$ cat src/rtl/conv3_streamer.sv
// Frame streamer for a 3-wide convolver: replays a stored image one pixel per
// cycle with row/col tags and captures the convolver's results into a buffer.
module conv3_streamer #(
  parameter int ROWS  = 28,
  parameter int COLS  = 3,
  parameter int DRAIN = 8
) (
  input  logic        clk,
  input  logic        reset_n,
  input  logic        start,
  input  logic        img_wr_en,
  input  logic [6:0]  img_wr_addr,
  input  logic [15:0] img_wr_data,
  output logic [15:0] data_in,
  output logic [4:0]  row,
  output logic [1:0]  col,
  input  logic        res_valid,
  input  logic [31:0] res_data,
  input  logic [6:0]  res_rd_addr,
  output logic [31:0] res_rd_data,
  output logic [6:0]  res_count,
  output logic        busy,
  output logic        done,
  output logic        overflow
);

  localparam int NPIX = ROWS * COLS;
  localparam int NRES = (ROWS - 2) * COLS;
  localparam int DW   = (DRAIN > 1) ? $clog2(DRAIN) : 1;

  typedef enum logic [1:0] {S_IDLE, S_STREAM, S_DRAIN, S_DONE} state_t;

  state_t state_reg, state_next;

  logic [15:0] img_mem [NPIX];
  logic [31:0] res_mem [NRES];

  logic [6:0]    k_reg;
  logic [DW-1:0] drain_reg;
  logic [15:0]   data_in_reg;
  logic [4:0]    row_reg;
  logic [1:0]    col_reg;
  logic [6:0]    count_reg;
  logic          overflow_reg;
  logic [31:0]   rd_data_reg;

  logic       accept_start;
  logic       last_pix;
  logic       drain_end;
  logic       load_pix;
  logic       capturing;
  logic       res_full;
  logic [6:0] pix_addr;

  assign accept_start = (state_reg == S_IDLE) && start;
  assign last_pix     = (k_reg == 7'(NPIX - 1));
  assign drain_end    = (drain_reg == DW'(DRAIN - 1));
  assign capturing    = res_valid && ((state_reg == S_STREAM) || (state_reg == S_DRAIN));
  assign res_full     = (count_reg == 7'(NRES));

  // The pixel for the next cycle is fetched now so the output register
  // presents pixel 0 in the very first STREAM cycle.
  assign load_pix = accept_start || ((state_reg == S_STREAM) && !last_pix);
  assign pix_addr = (state_reg == S_STREAM) ? k_reg + 7'd1 : 7'd0;

  always_comb begin
    state_next = state_reg;
    case (state_reg)
      S_IDLE:   if (start)     state_next = S_STREAM;
      S_STREAM: if (last_pix)  state_next = S_DRAIN;
      S_DRAIN:  if (drain_end) state_next = S_DONE;
      S_DONE:                  state_next = S_IDLE;
      default:                 state_next = S_IDLE;
    endcase
  end

  always_ff @(posedge clk or negedge reset_n) begin
    if (!reset_n) begin
      state_reg    <= S_IDLE;
      k_reg        <= '0;
      drain_reg    <= '0;
      data_in_reg  <= '0;
      row_reg      <= '0;
      col_reg      <= '0;
      count_reg    <= '0;
      overflow_reg <= 1'b0;
      rd_data_reg  <= '0;
    end else begin
      state_reg <= state_next;

      if (load_pix) begin
        data_in_reg <= img_mem[pix_addr];
        k_reg       <= pix_addr;
        if (accept_start) begin
          row_reg <= '0;
          col_reg <= '0;
        end else if (col_reg == 2'(COLS - 1)) begin
          row_reg <= row_reg + 5'd1;
          col_reg <= '0;
        end else begin
          col_reg <= col_reg + 2'd1;
        end
      end else begin
        data_in_reg <= '0;
        row_reg     <= '0;
        col_reg     <= '0;
      end

      if (state_reg == S_DRAIN)
        drain_reg <= drain_reg + 1'b1;
      else
        drain_reg <= '0;

      if (accept_start) begin
        count_reg    <= '0;
        overflow_reg <= 1'b0;
      end else if (capturing) begin
        if (res_full)
          overflow_reg <= 1'b1;
        else
          count_reg <= count_reg + 7'd1;
      end

      if (res_rd_addr < 7'(NRES))
        rd_data_reg <= res_mem[res_rd_addr];
      else
        rd_data_reg <= '0;
    end
  end

  // Buffer storage carries no reset so it can map onto block RAM.
  always_ff @(posedge clk) begin
    if (img_wr_en && ((state_reg == S_IDLE) || (state_reg == S_DONE)) &&
        (img_wr_addr < 7'(NPIX)))
      img_mem[img_wr_addr] <= img_wr_data;
    if (capturing && !res_full)
      res_mem[count_reg] <= res_data;
  end

  assign data_in     = data_in_reg;
  assign row         = row_reg;
  assign col         = col_reg;
  assign res_count   = count_reg;
  assign overflow    = overflow_reg;
  assign res_rd_data = rd_data_reg;
  assign busy        = (state_reg == S_STREAM) || (state_reg == S_DRAIN);
  assign done        = (state_reg == S_DONE);

endmodule

$ cat config.mk
export PLATFORM = sky130hd
export DESIGN_NAME = conv3_streamer
export DESIGN_NICKNAME = d
export VERILOG_FILES = /design/src/rtl/conv3_streamer.sv
export SDC_FILE = /design/constraint.sdc
export NUM_CORES = 2
export LEC_CHECK = 0
export ABC_CLOCK_PERIOD_IN_PS = 6200
export CORE_ASPECT_RATIO = 1.75
export CORE_MARGIN = 2
export CORE_UTILIZATION = 47
export CTS_CLUSTER_DIAMETER = 120
export CTS_CLUSTER_SIZE = 30
export DETAILED_ROUTE_END_ITERATION = 16
export SLEW_MARGIN = 40
export SYNTH_ARGS = -nofsm -noshare
export SYNTH_HDL_FRONTEND = slang
export SYNTH_SLANG_ARGS = --single-unit
export TNS_END_PERCENT = 50
$ cat constraint.sdc
create_clock -name clk -period 6.2 [get_ports clk]
set_input_delay 1.86 -clock clk [delete_from_list [all_inputs] [get_ports clk]]
set_output_delay 1.86 -clock clk [all_outputs]
set_load 0.01 [all_outputs]
Word-level counts from Yosys, hierarchy flattened:

Memories as Yosys holds them, arrays and structs flattened.
Cells that the tools add are included.

* bits in registers: 75
* RAM bits: 3840
* input port bits: 67
* output and inout port bits: 65
* logic and storage cells: 71
* memories kept: 2

Memories
* res_mem: words 78, width 32, rd ports 1, clocked after Yosys merged registers in 0, wr ports 1, RTL line 36 `logic [31:0] res_mem [NRES];`
* img_mem: words 84, width 16, rd ports 1, clocked after Yosys merged registers in 0, wr ports 1, RTL line 35 `logic [15:0] img_mem [NPIX];`

* add/subtract/negate cells: 5
* order comparisons: 2
* eq/ne operators: 12
* mux-type cells: 24
* reduce and logical (&&, ||, !) cells: 17

Operators by type and width (count)
* 2-to-1 mux 32 bit: 1
* 2-to-1 mux 7 bit: 4
* 2-to-1 mux 16 bit: 1
* 2-to-1 mux 5 bit: 3
* adder 7 x 1 -> 7 bit (second input constant): 2
* equality test 7 bit (second input constant): 2
* less-than comparator 7 bit (second input constant): 2
* 2-to-1 mux 2 bit: 6
* != test 2 bit (second input constant): 4
* case mux 2 bit (4 select lines): 1
* 2-to-1 mux 1 bit: 7
* equality test 2 bit (second input constant): 3
* logical AND 1 bit: 6
* adder 5 x 1 -> 5 bit (second input constant): 1
* AND reduction 2 bit: 2
* nonzero test 2 bit: 2
* adder 3 x 1 -> 3 bit (second input constant): 1
* equality test 3 bit (second input constant): 1
* logical OR 1 bit: 3
* 2-to-1 mux 3 bit: 1
* != test 3 x 2 -> 1 bit (second input constant): 1
* AND reduction 3 bit: 1
* adder 2 x 1 -> 2 bit (second input constant): 1
* equality test 2 x 1 -> 1 bit (second input constant): 1
* other kinds (2): 3

Logic depth before layout (Yosys ltp):

* depth in word-level cells: 6
* mapped depth: 13
* mapped depth without buffers: 9

Worst setup path before layout:

Ideal clock, no wire load.

* kind: input-to-reg
* from: input res_valid
* to: memory res_mem[31][0], enable pin
* library setup time: 0.421 ns
* arrival time: 4.078 ns
* data required time: 5.779 ns
* slack: 1.701 ns
* stages: 5
* path buffers: 1
* path through: nand2_1 -> nor2_1 -> nand4_1 -> clkbuf_1 -> nor2_1

* cells in the longest elaborated chain, start to end: 4

Ends and longest elaborated chain
* start: declaration: RTL line 17 `input logic res_valid,`
* logical AND 1 bit: RTL line 58 `assign capturing = res_valid && ((state_reg == S_STREAM) || (state_reg == S_DRAIN));`
* logical AND 1 bit: RTL line 136 `if (capturing && !res_full)`
* 2-to-1 mux 1 bit: RTL line 136
* 2-to-1 mux 1 bit (not written as such): RTL line 137 `res_mem[count_reg] <= res_data;`
* end: declaration: RTL line 36

No other way between the ends.

Worst setup path after layout:

* from: register k_reg[0]
* to: register data_in_reg[12] (netlist: data_in[12])

* cells in the longest elaborated chain, start to end: 5
* elaborated cells on any way between the ends: 8
* those cells by class: add/sub (1); eq/ne (1); mux (2); reduce/logical (3); memory (1)

Ends and longest elaborated chain
* start: declaration: RTL line 38 `logic [6:0] k_reg;`
* start signal: assignment: RTL line 93 `k_reg <= pix_addr;`
* branches (longest 4 deep; another with memory read (84 x 16 bit))
* 2-to-1 mux 16 bit (*): RTL line 91 `if (load_pix) begin`
* end signal: assignment: RTL line 92 `data_in_reg <= img_mem[pix_addr];`
* end: declaration: RTL line 40 `logic [15:0] data_in_reg;`

Every way passes the cells marked *.
A chain may end at the register's enable or synchronous reset.

==> out/qor.yml <==
outcome:
  status: "finished clean"
critical_path:
  end_kind: "register"
  crit_type: "register to register"
  crit_arrival_ns: 5.78
  cpPeakStageDelay_ns: 0.78
  critPathSlowestCell: "ha_4"
  r2r_cells: 9
  startpoint_type: "register"
  crit_fanout: 77
  cp.required_ns: 6.96
  crit_chain: "ha_4, buf_12, nand2_1, buf_4, o221ai_1, a311oi_1, a211oi_2, nor3_1, or4b_1"
sta:
  period_minus_slack_ns: 5.03
  rsz0062_at_grt: "no"
  fin_tns_setup_ns: 0
  fin_crit_sh_pct: 81.1
  setup_ws_ns: 1.17
  skew_ns: 0.0585
  finalSetupViolations: 0
  finalHoldViolCount: 0
  max_freq_mhz: 199
  maxSlewHeadroom_pct: 34.0
  tightest_slew_ns: 0.986
  slew_viol_final: 0
synthesis:
  yosys.area_share.adder_pct: 0.0910
  synth.top_cells.by_count: "edfxtp_1 (3,840), mux4_2 (677), nand2_1 (464)"
  yosys-top-cells-area: "edfxtp_1 (76%), mux4_2 (10%), mux2i_1 (2.3%)"
  yosys.area_share.simple_pct: 3.08
  synth-seq-cells: 3915
  netlist_instances: 7661
  synth_area_per_cell_um2: 19.7
  yosys_warnings: 0
  yosysUniqueCellTypes: 78
  yosys.area_share.xor_xnor_pct: 0.0687
  netlist_area_um2: 151000
  synthMuxAreaShare_pct: 13.0
  synth_ff_type: "edfxtp_1"
  async_reset_ff_share_pct: 1.92
  synth_top_area_share_pct: 76.2
  synth-edff-count: 3840
  yosysTopAreaCell: "edfxtp_1"
  synth_nets: 7739
  synth_top_family_by_area: "multiplexers"
  synth-seq-area-share_pct: 77.5
  synth_compound_area_share_pct: 4.87
  synth_most_common_cell: "edfxtp_1"
route:
  wirelength_um: 433000
  vias: 77874
  wl_per_cell_um: 35.2
  drcViolationCount: 0
  drt_pass1_iterations: 6
  first_iter_violations: 8464
  antenna_left: 0
  viasPerCell: 6.34
cells_and_area:
  seqCellArea_um2: 117000
  post-route-util_pct: 51.6
  area_growth_pct: 9.21
  fillers: 25312
  drive_above_1_share_pct: 19.6
  nNetsFinal: 7989
  largest_register_ffs: 2496
  top_register: "res_mem"
  multiInputGateArea_um2: 32800
placed_design:
  port_buffers: 131
  hpwl_um: 269000
  dpl_worst_slack_ns: 0.939
  place_congestion: 0.984
clock_tree:
  cts_made_buffers: 157
  cts_repair_resize_count: 0
  hold_buffers: 0
  root_buffer: "clkbuf_16"
  ctsHtreeMaxLevel: 4
  clock_sinks: 3915
  cts_setup_buffers: 0
  path_clk_slew_ns: 0.12
  cts_tree: "done"
  cts.path.max_buffers: 4
  clock_latency_ns: 0.91
floorplanning:
  die_x_um: 433
  num_rows: 275
  io_pins: 132
  dieArea_um2: 327000
  core_um2: 320000
  start_util_pct: 47.2
  die-height_um: 755
hold_path:
  hold_class: "register to register"
  min_path_cells: 1
job:
  max_cap_viol_count: 0
power:
  p_leak_nw: 50.7
  power_mw: 51.4
  ir_drop_mv: 0.367
  power_density_nw_per_um2: 311
global_routing:
  grt_pass1_wl_um: 606000
  grt_max_degree: 93
  antenna_found_initial: 18
  grt_remaining_overflow: 0
  grt_usage_pct: 26.4
  grt_pass1_vias: 78496
## final timing paths
kind                                  end         start  slack, ns
hold / removal               drain_reg[0]  drain_reg[0]       0.45
hold reg to reg              drain_reg[0]  drain_reg[0]       0.45
setup reg to reg              data_in[12]      k_reg[0]       1.17
setup / recovery              data_in[12]      k_reg[0]       1.17
min in group asynchronous  res_rd_data[0]       reset_n       0.95
max in group asynchronous          row[0]       reset_n       4.07
## layer usage
layer / track usage (%) / part of all wire (%) / vias up / wire (um)
li1: - / - / 31941 / -
met1: 30.5 / 35 / 42093 / 150000
met2: 48.1 / 54 / 3023 / 234000
met3: 2.74 / 5.1 / 817 / 22100
met4: 13.7 / 6.1 / 0 / 26500
met5: 0 / 0 / - / 0
## stage by stage
stage	std cells	cell area [um2]	hold WS (ns)
after detailed placement	12042	161000	0.447
after global routing	12287	165000	0.481
after global placement	12040	161000	0.422
after CTS	12272	165000	0.463
after floorplan	7661	151000	0.409
final	12289	165000	0.454
## power breakdown
group	internal [mW]	switching, mW	total (mW)
registers	29.3	0.223	29.5
clock network	4.88	7.82	12.7
logic	2.88	6.32	9.20
total	37.1	14.4	51.4
## cell families (layout without fill, tap and decap cells)
kind of cell	Yosys count	after routing
XOR/XNOR	11	11
flip-flops	3915	3915
multiplexers	1107	1107
AND/OR/NAND/NOR	1060	1060
adder cells (fa/ha/maj)	11	11
buffers and inverters	503	824
AO/OA/AOI/OAI	1054	1054
other	0	14
## layout by cell type, fill, tap and decap left out, drive strengths merged, types with 13 or more instances in the layout
| master | netlist | routed |
|---|---|---|
| diode | 0 | 14 |
| buf | 228 | 503 |
| mux2 | 77 | 77 |
| nor4 | 13 | 13 |
| a32oi | 16 | 16 |
| a21oi | 146 | 146 |
| edfxtp | 3840 | 3840 |
| o211ai | 24 | 24 |
| a22oi | 15 | 15 |
| nand2 | 465 | 465 |
| a21boi | 16 | 16 |
| o21ai | 186 | 186 |
| o31ai | 28 | 28 |
| nand3 | 95 | 95 |
| and3 | 38 | 38 |
| o311ai | 57 | 57 |
| clkbuf | 259 | 224 |
| a2111oi | 18 | 18 |
| a31oi | 77 | 77 |
| clkdlybuf4s50 | 0 | 75 |
| mux4 | 677 | 677 |
| dfrtp | 75 | 75 |
| nor3 | 96 | 96 |
| nor2 | 249 | 249 |
| o32ai | 18 | 18 |
| a221oi | 67 | 67 |
| o221ai | 57 | 57 |
| nand3b | 14 | 14 |
| nor2b | 29 | 29 |
| a211oi | 68 | 68 |
| or3 | 21 | 21 |
| a221o | 18 | 18 |
| inv | 16 | 15 |
| a311oi | 34 | 34 |
| mux2i | 353 | 353 |
| o22ai | 121 | 121 |
## critical path: cells and delay by family, from the launching register on
family	cells	cell delay, ns
buffers and inverters	2	0.76
adder cells (fa/ha/maj)	1	0.78
AO/OA/AOI/OAI	3	1.28
flip-flops	1	0.71
AND/OR/NAND/NOR	3	1.21
## final cells by class
class                   count  area share [%]
clock buffers             224            2.57
flip-flops and latches   3915            70.9
diodes                     14          0.0212
inverters                  16          0.0417
multi-input cells        3243            19.9
repair buffers            578            3.25
well taps                4293            3.25
clock inverters             6          0.0712
Note: power is estimated with default switching activity, not from simulation.
